===== src/rtl/ps2_pkg.sv =====
// Shared definitions for the PS/2 key decoder: fetch FSM encoding and prefix bytes.
package ps2_pkg;

  // Fetch handshake with the upstream receiver FIFO.
  typedef enum logic [1:0] {
    ST_IDLE   = 2'd0,
    ST_ACK    = 2'd1,
    ST_SETTLE = 2'd2
  } fetch_st_e;

  // Scan code set 2 prefix bytes.
  localparam logic [7:0] SC_EXT = 8'hE0;
  localparam logic [7:0] SC_BRK = 8'hF0;

endpackage


===== src/rtl/ps2_key_decoder_if.sv =====
// Bus bundle between the PS/2 receiver FIFO, the key decoder and its consumers.
interface ps2_key_decoder_if;
  import ps2_pkg::*;

  // upstream FIFO side
  logic       ps2_ready;
  logic [7:0] ps2_data;
  logic       ps2_overflow;
  logic       ps2_nextdata_n;
  // decoded key side
  logic [7:0] key_code;
  logic       key_ext;
  logic [7:0] key_ascii;
  logic       key_valid;
  logic       key_pressed;
  logic       key_released;
  logic [7:0] press_count;
  logic       err_overflow;

  // decoder view
  modport slave (
    input  ps2_ready, ps2_data, ps2_overflow,
    output ps2_nextdata_n, key_code, key_ext, key_ascii, key_valid,
           key_pressed, key_released, press_count, err_overflow
  );

  // FIFO / consumer view
  modport master (
    output ps2_ready, ps2_data, ps2_overflow,
    input  ps2_nextdata_n, key_code, key_ext, key_ascii, key_valid,
           key_pressed, key_released, press_count, err_overflow
  );

endinterface


===== src/rtl/scancode_ascii_rom.sv =====
// Combinational scan code set 2 make code -> ASCII table; unmapped codes give 00.
module scancode_ascii_rom (
  input  logic [7:0] i_code,
  output logic [7:0] o_ascii
);

  // table lookup, default 00 covers every unlisted entry
  always_comb begin
    o_ascii = 8'h00;
    case (i_code)
      8'h1C: o_ascii = 8'h41; // A
      8'h32: o_ascii = 8'h42; // B
      8'h21: o_ascii = 8'h43; // C
      8'h23: o_ascii = 8'h44; // D
      8'h24: o_ascii = 8'h45; // E
      8'h2B: o_ascii = 8'h46; // F
      8'h34: o_ascii = 8'h47; // G
      8'h33: o_ascii = 8'h48; // H
      8'h43: o_ascii = 8'h49; // I
      8'h3B: o_ascii = 8'h4A; // J
      8'h42: o_ascii = 8'h4B; // K
      8'h4B: o_ascii = 8'h4C; // L
      8'h3A: o_ascii = 8'h4D; // M
      8'h31: o_ascii = 8'h4E; // N
      8'h44: o_ascii = 8'h4F; // O
      8'h4D: o_ascii = 8'h50; // P
      8'h15: o_ascii = 8'h51; // Q
      8'h2D: o_ascii = 8'h52; // R
      8'h1B: o_ascii = 8'h53; // S
      8'h2C: o_ascii = 8'h54; // T
      8'h3C: o_ascii = 8'h55; // U
      8'h2A: o_ascii = 8'h56; // V
      8'h1D: o_ascii = 8'h57; // W
      8'h22: o_ascii = 8'h58; // X
      8'h35: o_ascii = 8'h59; // Y
      8'h1A: o_ascii = 8'h5A; // Z
      8'h45: o_ascii = 8'h30; // 0
      8'h16: o_ascii = 8'h31; // 1
      8'h1E: o_ascii = 8'h32; // 2
      8'h26: o_ascii = 8'h33; // 3
      8'h25: o_ascii = 8'h34; // 4
      8'h2E: o_ascii = 8'h35; // 5
      8'h36: o_ascii = 8'h36; // 6
      8'h3D: o_ascii = 8'h37; // 7
      8'h3E: o_ascii = 8'h38; // 8
      8'h46: o_ascii = 8'h39; // 9
      8'h29: o_ascii = 8'h20; // space
      8'h5A: o_ascii = 8'h0D; // enter
      default: o_ascii = 8'h00;
    endcase
  end

endmodule


===== src/rtl/ps2_key_decoder.sv =====
// PS/2 key decoder: pops scan codes from the receiver FIFO, tracks E0/F0
// prefixes and presents the currently held key with press/release pulses.
module ps2_key_decoder
  import ps2_pkg::*;
(
  input  logic               clk,
  input  logic               reset,
  ps2_key_decoder_if.slave   bus
);

  fetch_st_e  r_state, w_state_nxt;
  logic       w_capture;
  logic       w_nextdata_n;

  logic       r_brk, r_ext;
  logic [7:0] r_key_code;
  logic       r_key_ext;
  logic [7:0] r_key_ascii;
  logic       r_key_valid;
  logic       r_pressed, r_released;
  logic [7:0] r_press_count;
  logic       r_err_overflow;

  logic [7:0] w_rom_ascii;
  logic       w_match;

  scancode_ascii_rom u_rom (
    .i_code  (bus.ps2_data),
    .o_ascii (w_rom_ascii)
  );

  // incoming byte names the held key (same code, same prefix)
  assign w_match = (bus.ps2_data == r_key_code) && (r_ext == r_key_ext);

  // fetch FSM state register
  always_ff @(posedge clk) begin
    if (reset) r_state <= ST_IDLE;
    else       r_state <= w_state_nxt;
  end

  // fetch FSM next state: capture in IDLE, pop for one cycle, then let ready settle
  always_comb begin
    w_state_nxt  = r_state;
    w_nextdata_n = 1'b1;
    w_capture    = 1'b0;
    case (r_state)
      ST_IDLE: begin
        if (bus.ps2_ready) begin
          w_capture   = 1'b1;
          w_state_nxt = ST_ACK;
        end
      end
      ST_ACK: begin
        w_nextdata_n = 1'b0;
        w_state_nxt  = ST_SETTLE;
      end
      ST_SETTLE: w_state_nxt = ST_IDLE;
      default:   w_state_nxt = ST_IDLE;
    endcase
  end

  // decode captured byte into key state, pulses and counters on the capture edge
  always_ff @(posedge clk) begin
    if (reset) begin
      r_brk          <= 1'b0;
      r_ext          <= 1'b0;
      r_key_code     <= 8'h00;
      r_key_ext      <= 1'b0;
      r_key_ascii    <= 8'h00;
      r_key_valid    <= 1'b0;
      r_pressed      <= 1'b0;
      r_released     <= 1'b0;
      r_press_count  <= 8'h00;
      r_err_overflow <= 1'b0;
    end else begin
      r_pressed  <= 1'b0;
      r_released <= 1'b0;
      if (bus.ps2_overflow) r_err_overflow <= 1'b1;
      if (w_capture) begin
        if (bus.ps2_data == SC_EXT) begin
          r_ext <= 1'b1;
        end else if (bus.ps2_data == SC_BRK) begin
          r_brk <= 1'b1;
        end else begin
          r_brk <= 1'b0;
          r_ext <= 1'b0;
          if (r_brk) begin
            // break of some key; only the held key drops key_valid
            r_released <= 1'b1;
            if (w_match) r_key_valid <= 1'b0;
          end else if (!(r_key_valid && w_match)) begin
            // new make (a matching make while held is typematic and ignored)
            r_key_code    <= bus.ps2_data;
            r_key_ext     <= r_ext;
            r_key_ascii   <= r_ext ? 8'h00 : w_rom_ascii;
            r_key_valid   <= 1'b1;
            r_pressed     <= 1'b1;
            r_press_count <= r_press_count + 8'd1;
          end
        end
      end
    end
  end

  assign bus.ps2_nextdata_n = w_nextdata_n;
  assign bus.key_code       = r_key_code;
  assign bus.key_ext        = r_key_ext;
  assign bus.key_ascii      = r_key_ascii;
  assign bus.key_valid      = r_key_valid;
  assign bus.key_pressed    = r_pressed;
  assign bus.key_released   = r_released;
  assign bus.press_count    = r_press_count;
  assign bus.err_overflow   = r_err_overflow;

endmodule


===== src/flat_wrapper.sv =====
// flat-port wrapper written by rule: the top's interface ports become plain ports
module ps2_key_decoder_flat import ps2_pkg::*;
  (clk, reset, bus_ps2_ready, bus_ps2_data, bus_ps2_overflow, bus_ps2_nextdata_n, bus_key_code, bus_key_ext, bus_key_ascii, bus_key_valid, bus_key_pressed, bus_key_released, bus_press_count, bus_err_overflow);
  ps2_key_decoder_if bus_i ();
  input  logic clk;
  input  logic reset;
  input wire logic [$bits(bus_i.ps2_ready)-1:0] bus_ps2_ready;
  input wire logic [$bits(bus_i.ps2_data)-1:0] bus_ps2_data;
  input wire logic [$bits(bus_i.ps2_overflow)-1:0] bus_ps2_overflow;
  output wire logic [$bits(bus_i.ps2_nextdata_n)-1:0] bus_ps2_nextdata_n;
  output wire logic [$bits(bus_i.key_code)-1:0] bus_key_code;
  output wire logic [$bits(bus_i.key_ext)-1:0] bus_key_ext;
  output wire logic [$bits(bus_i.key_ascii)-1:0] bus_key_ascii;
  output wire logic [$bits(bus_i.key_valid)-1:0] bus_key_valid;
  output wire logic [$bits(bus_i.key_pressed)-1:0] bus_key_pressed;
  output wire logic [$bits(bus_i.key_released)-1:0] bus_key_released;
  output wire logic [$bits(bus_i.press_count)-1:0] bus_press_count;
  output wire logic [$bits(bus_i.err_overflow)-1:0] bus_err_overflow;
  assign bus_i.ps2_ready = bus_ps2_ready;
  assign bus_i.ps2_data = bus_ps2_data;
  assign bus_i.ps2_overflow = bus_ps2_overflow;
  assign bus_ps2_nextdata_n = bus_i.ps2_nextdata_n;
  assign bus_key_code = bus_i.key_code;
  assign bus_key_ext = bus_i.key_ext;
  assign bus_key_ascii = bus_i.key_ascii;
  assign bus_key_valid = bus_i.key_valid;
  assign bus_key_pressed = bus_i.key_pressed;
  assign bus_key_released = bus_i.key_released;
  assign bus_press_count = bus_i.press_count;
  assign bus_err_overflow = bus_i.err_overflow;
  ps2_key_decoder u_core (.clk(clk), .reset(reset), .bus(bus_i));
endmodule

===== config.mk =====
export PLATFORM = sky130hd
export DESIGN_NAME = ps2_key_decoder_flat
export DESIGN_NICKNAME = d
export VERILOG_FILES = /design/src/rtl/ps2_pkg.sv /design/src/rtl/ps2_key_decoder_if.sv /design/src/rtl/scancode_ascii_rom.sv /design/src/rtl/ps2_key_decoder.sv /design/src/flat_wrapper.sv
export SDC_FILE = /design/constraint.sdc
export NUM_CORES = 1
export LEC_CHECK = 0
export ABC_CLOCK_PERIOD_IN_PS = 2300
export CAP_MARGIN = 10
export CORE_MARGIN = 5
export CORE_UTILIZATION = 39
export CTS_BUF_LIST = sky130_fd_sc_hd__clkbuf_4
export DETAILED_ROUTE_END_ITERATION = 8
export PLACE_DENSITY = 0.59
export SETUP_SLACK_MARGIN = 0.2
export SLEW_MARGIN = 25
export SYNTH_ARGS = -nofsm -noshare
export SYNTH_HDL_FRONTEND = slang
export SYNTH_HIERARCHICAL = 1
export SYNTH_SLANG_ARGS = --single-unit

===== constraint.sdc =====
create_clock -name clk -period 2.3 [get_ports clk]
set_input_delay 0.23 -clock clk [delete_from_list [all_inputs] [get_ports clk]]
set_output_delay 0.23 -clock clk [all_outputs]
set_load 0.05 [all_outputs]

==> results.cfg <==
[global_route]
grt_pass1_vias = 2119
met3_usage = 0.0304
use_met1 = 0.233
gr-usage-met2 = 0.266
grt_use_total = 0.168
gr-total-overflow = 0
grt_pass1_wl_um = 10200
grt_start_max_net_pins = 34
antenna_found_initial = 0
busiest_layer = met2

[floorplanning]
ios = 42
die_area_um2 = 7460
die_w_um = 86.4
fp.dieH_um = 86.4
coreArea_um2 = 5570
start_util = 0.408
row_count = 27

[route]
first_pass_iters = 4
vias = 2256
post_drt_via_cell_ratio = 5.36
drc = 0
wl_um = 6280
wl_per_cell_um = 14.9
drt-initial-drc-count = 62
antenna_left = 0

[critical_path]
reg2reg_to = u_core/bus.press_count[7]
path_class = input port to register
critPathMaxFanout = 33
crit_start = bus_ps2_ready
cp-start-kind = input port
regToRegSetupSlack_ns = 0.23
worstRegToRegCells = 6
end_kind = register
timing.critical_path.to = u_core/bus.press_count[7]
timing.rr.start = u_core/r_state[1]
worstPathArrival_ns = 2.37
cp.required_ns = 2.58

[synth]
synth_seq_cells = 33
synth_flop_cell = dfxtp_1
syn-cell-area_um2 = 2270
async_flop_share = 0
synth_fp_nets = 300
netlist_instances = 280
synthDistinctLibCells = 55
avgSynthCellArea_um2 = 8.12
synth_edf_count = 0
seq_area_frac_synth = 0.291
yosys_warnings = 6

[clocking]
numCtsBuffers = 5
ctsLongestPathBuffers = 2
root_buffer = clkbuf_4
hold_buffers = 0
cts_tree = yes
htreeDepth = 2
cts.sinks = 33
clkLatencyLatePin_ns = 0.34
cts.clk_slew.worst_paths_ns = 0.11

[sta]
setup_viol = 0
finalCriticalPeriod_ns = 2.09
hold_viol_final = 0
setup_ws_ns = 0.210
fmax_mhz = 479
finClkSkew_ns = 0.0108
relSlewSlack = 0.656
setup_tns_ns = 0
timing.final.crit_share = 0.909
fin_hold_ws_ns = 0.429
drv_slew = 0
tightest_slew_ns = 0.514
rsz0062_at_grt = yes

[place]
placed_area_um2 = 2980
place_ws_ns = -0.272
post-dp-hpwl_um = 4650
port_buffers = 41
dp.cells = 411
gp_congestion = 0.859

[cells_and_area]
area_delta_synth_final_pct = 36.4
finalInstanceArea_um2 = 3100
regArea_um2 = 664
n_antenna_cell = 0
stdcell_count = 421
mostFrequentLayoutCells = buf_4, clkdlybuf4s50_1, nor2_1
drive_above_1_share = 0.198
fillers = 551
layout_commonest_cell = buf_4
nets = 368
utilization = 0.556
multiInputGateArea_um2 = 1470

[pwr]
peakVddDrop_mv = 0.259
p_per_area_nw_per_um2 = 503
leakagePower_nw = 1.22
power_mw = 1.56

[hold_path]
hold_path.class = input port to register

[status]
outcome = complete, no violations

[run]
cap_violations = 0
-- logic make-up after synthesis --
group                    count (synthesis)  synth area share
AO/OA/AOI/OAI                           71             0.215
XOR/XNOR                                11            0.0424
other                                    1           0.00165
adder cells (fa/ha/maj)                  8            0.0440
flip-flops                              33             0.291
buffers and inverters                   32            0.0754
AND/OR/NAND/NOR                        109             0.258
multiplexers                            15            0.0732
-- worst min path at each step --
stage | from | end | slack [ns] | cells past startpoint
6_report | bus_ps2_data[5] | u_core/bus.key_code[5] | 0.43 | 3
5_1_grt | bus_ps2_overflow | u_core/bus.err_overflow | 0.45 | 3
4_1_cts | bus_ps2_data[5] | u_core/bus.key_code[5] | 0.42 | 3
3_5_place_dp | u_core/bus.key_ascii[4] | u_core/bus.key_ascii[4] | 0.44 | 2
3_3_place_gp | u_core/bus.key_ascii[2] | u_core/bus.key_ascii[2] | 0.44 | 2
2_1_floorplan | bus_ps2_overflow | u_core/bus.err_overflow | 0.35 | 2
-- sequential cells by signal, summed over array words and instances (netlist names), 2 cells and up --
register	count
u_core/bus.key_code	8
u_core/bus.key_ascii	8
u_core/bus.press_count	8
u_core/r_state	2
-- layer usage --
layer	vias up	routed length, µm
li1	1152	-
met2	62	2910
met4	0	111
met3	9	318
met5	-	0
met1	1033	2940
-- worst max-delay path, stage by stage --
cell,delay (ns)
clkdlybuf4s50_1,0.47
or3b_4,0.40
a311oi_4,0.27
o31ai_4,0.14
buf_12,0.18
or4_1,0.53
a21oi_2,0.14
-- power by group --
part | total, mW | switching, mW | leakage (nW) | internal [mW]
clock | 0.435 | 0.197 | 0.0433 | 0.238
sequential | 0.624 | 0.0248 | 0.270 | 0.600
combinational | 0.499 | 0.286 | 0.906 | 0.213
-- cell type report --
type | instances | share of cell area
clock inverter | 2 | 0.0109
timing repair buffer | 85 | 0.249
multi-input combinational | 215 | 0.473
sequential | 33 | 0.214
inverter | 8 | 0.00969
clock buffer | 6 | 0.0145
tap | 72 | 0.0291
-- timing repair --
| item | CTS | global route |
|---|---|---|
| setup endpoints to repair | 9 | 17 |
| resized for setup | 4 | 9 |
| cloned | 0 | 1 |
| setup buffers | 0 | 1 |
-- Yosys cell counts (6+ instances only) --
cell type   n  area [µm²]
mux2i_1    14         140
a21oi_1    22         110
nor2_1     33         124
inv_1       7        26.3
or3b_1      8        70.1
xnor2_1     7        61.3
a31oi_1     8        50.1
or3_1       6        37.5
dfxtp_1    33         661
o21ai_0    15        75.1
nand2_1    21        78.8
clkbuf_1   10        37.5
nand3_1     7        35.0
ha_1        8         100
Power figures use the tool's default switching activity.
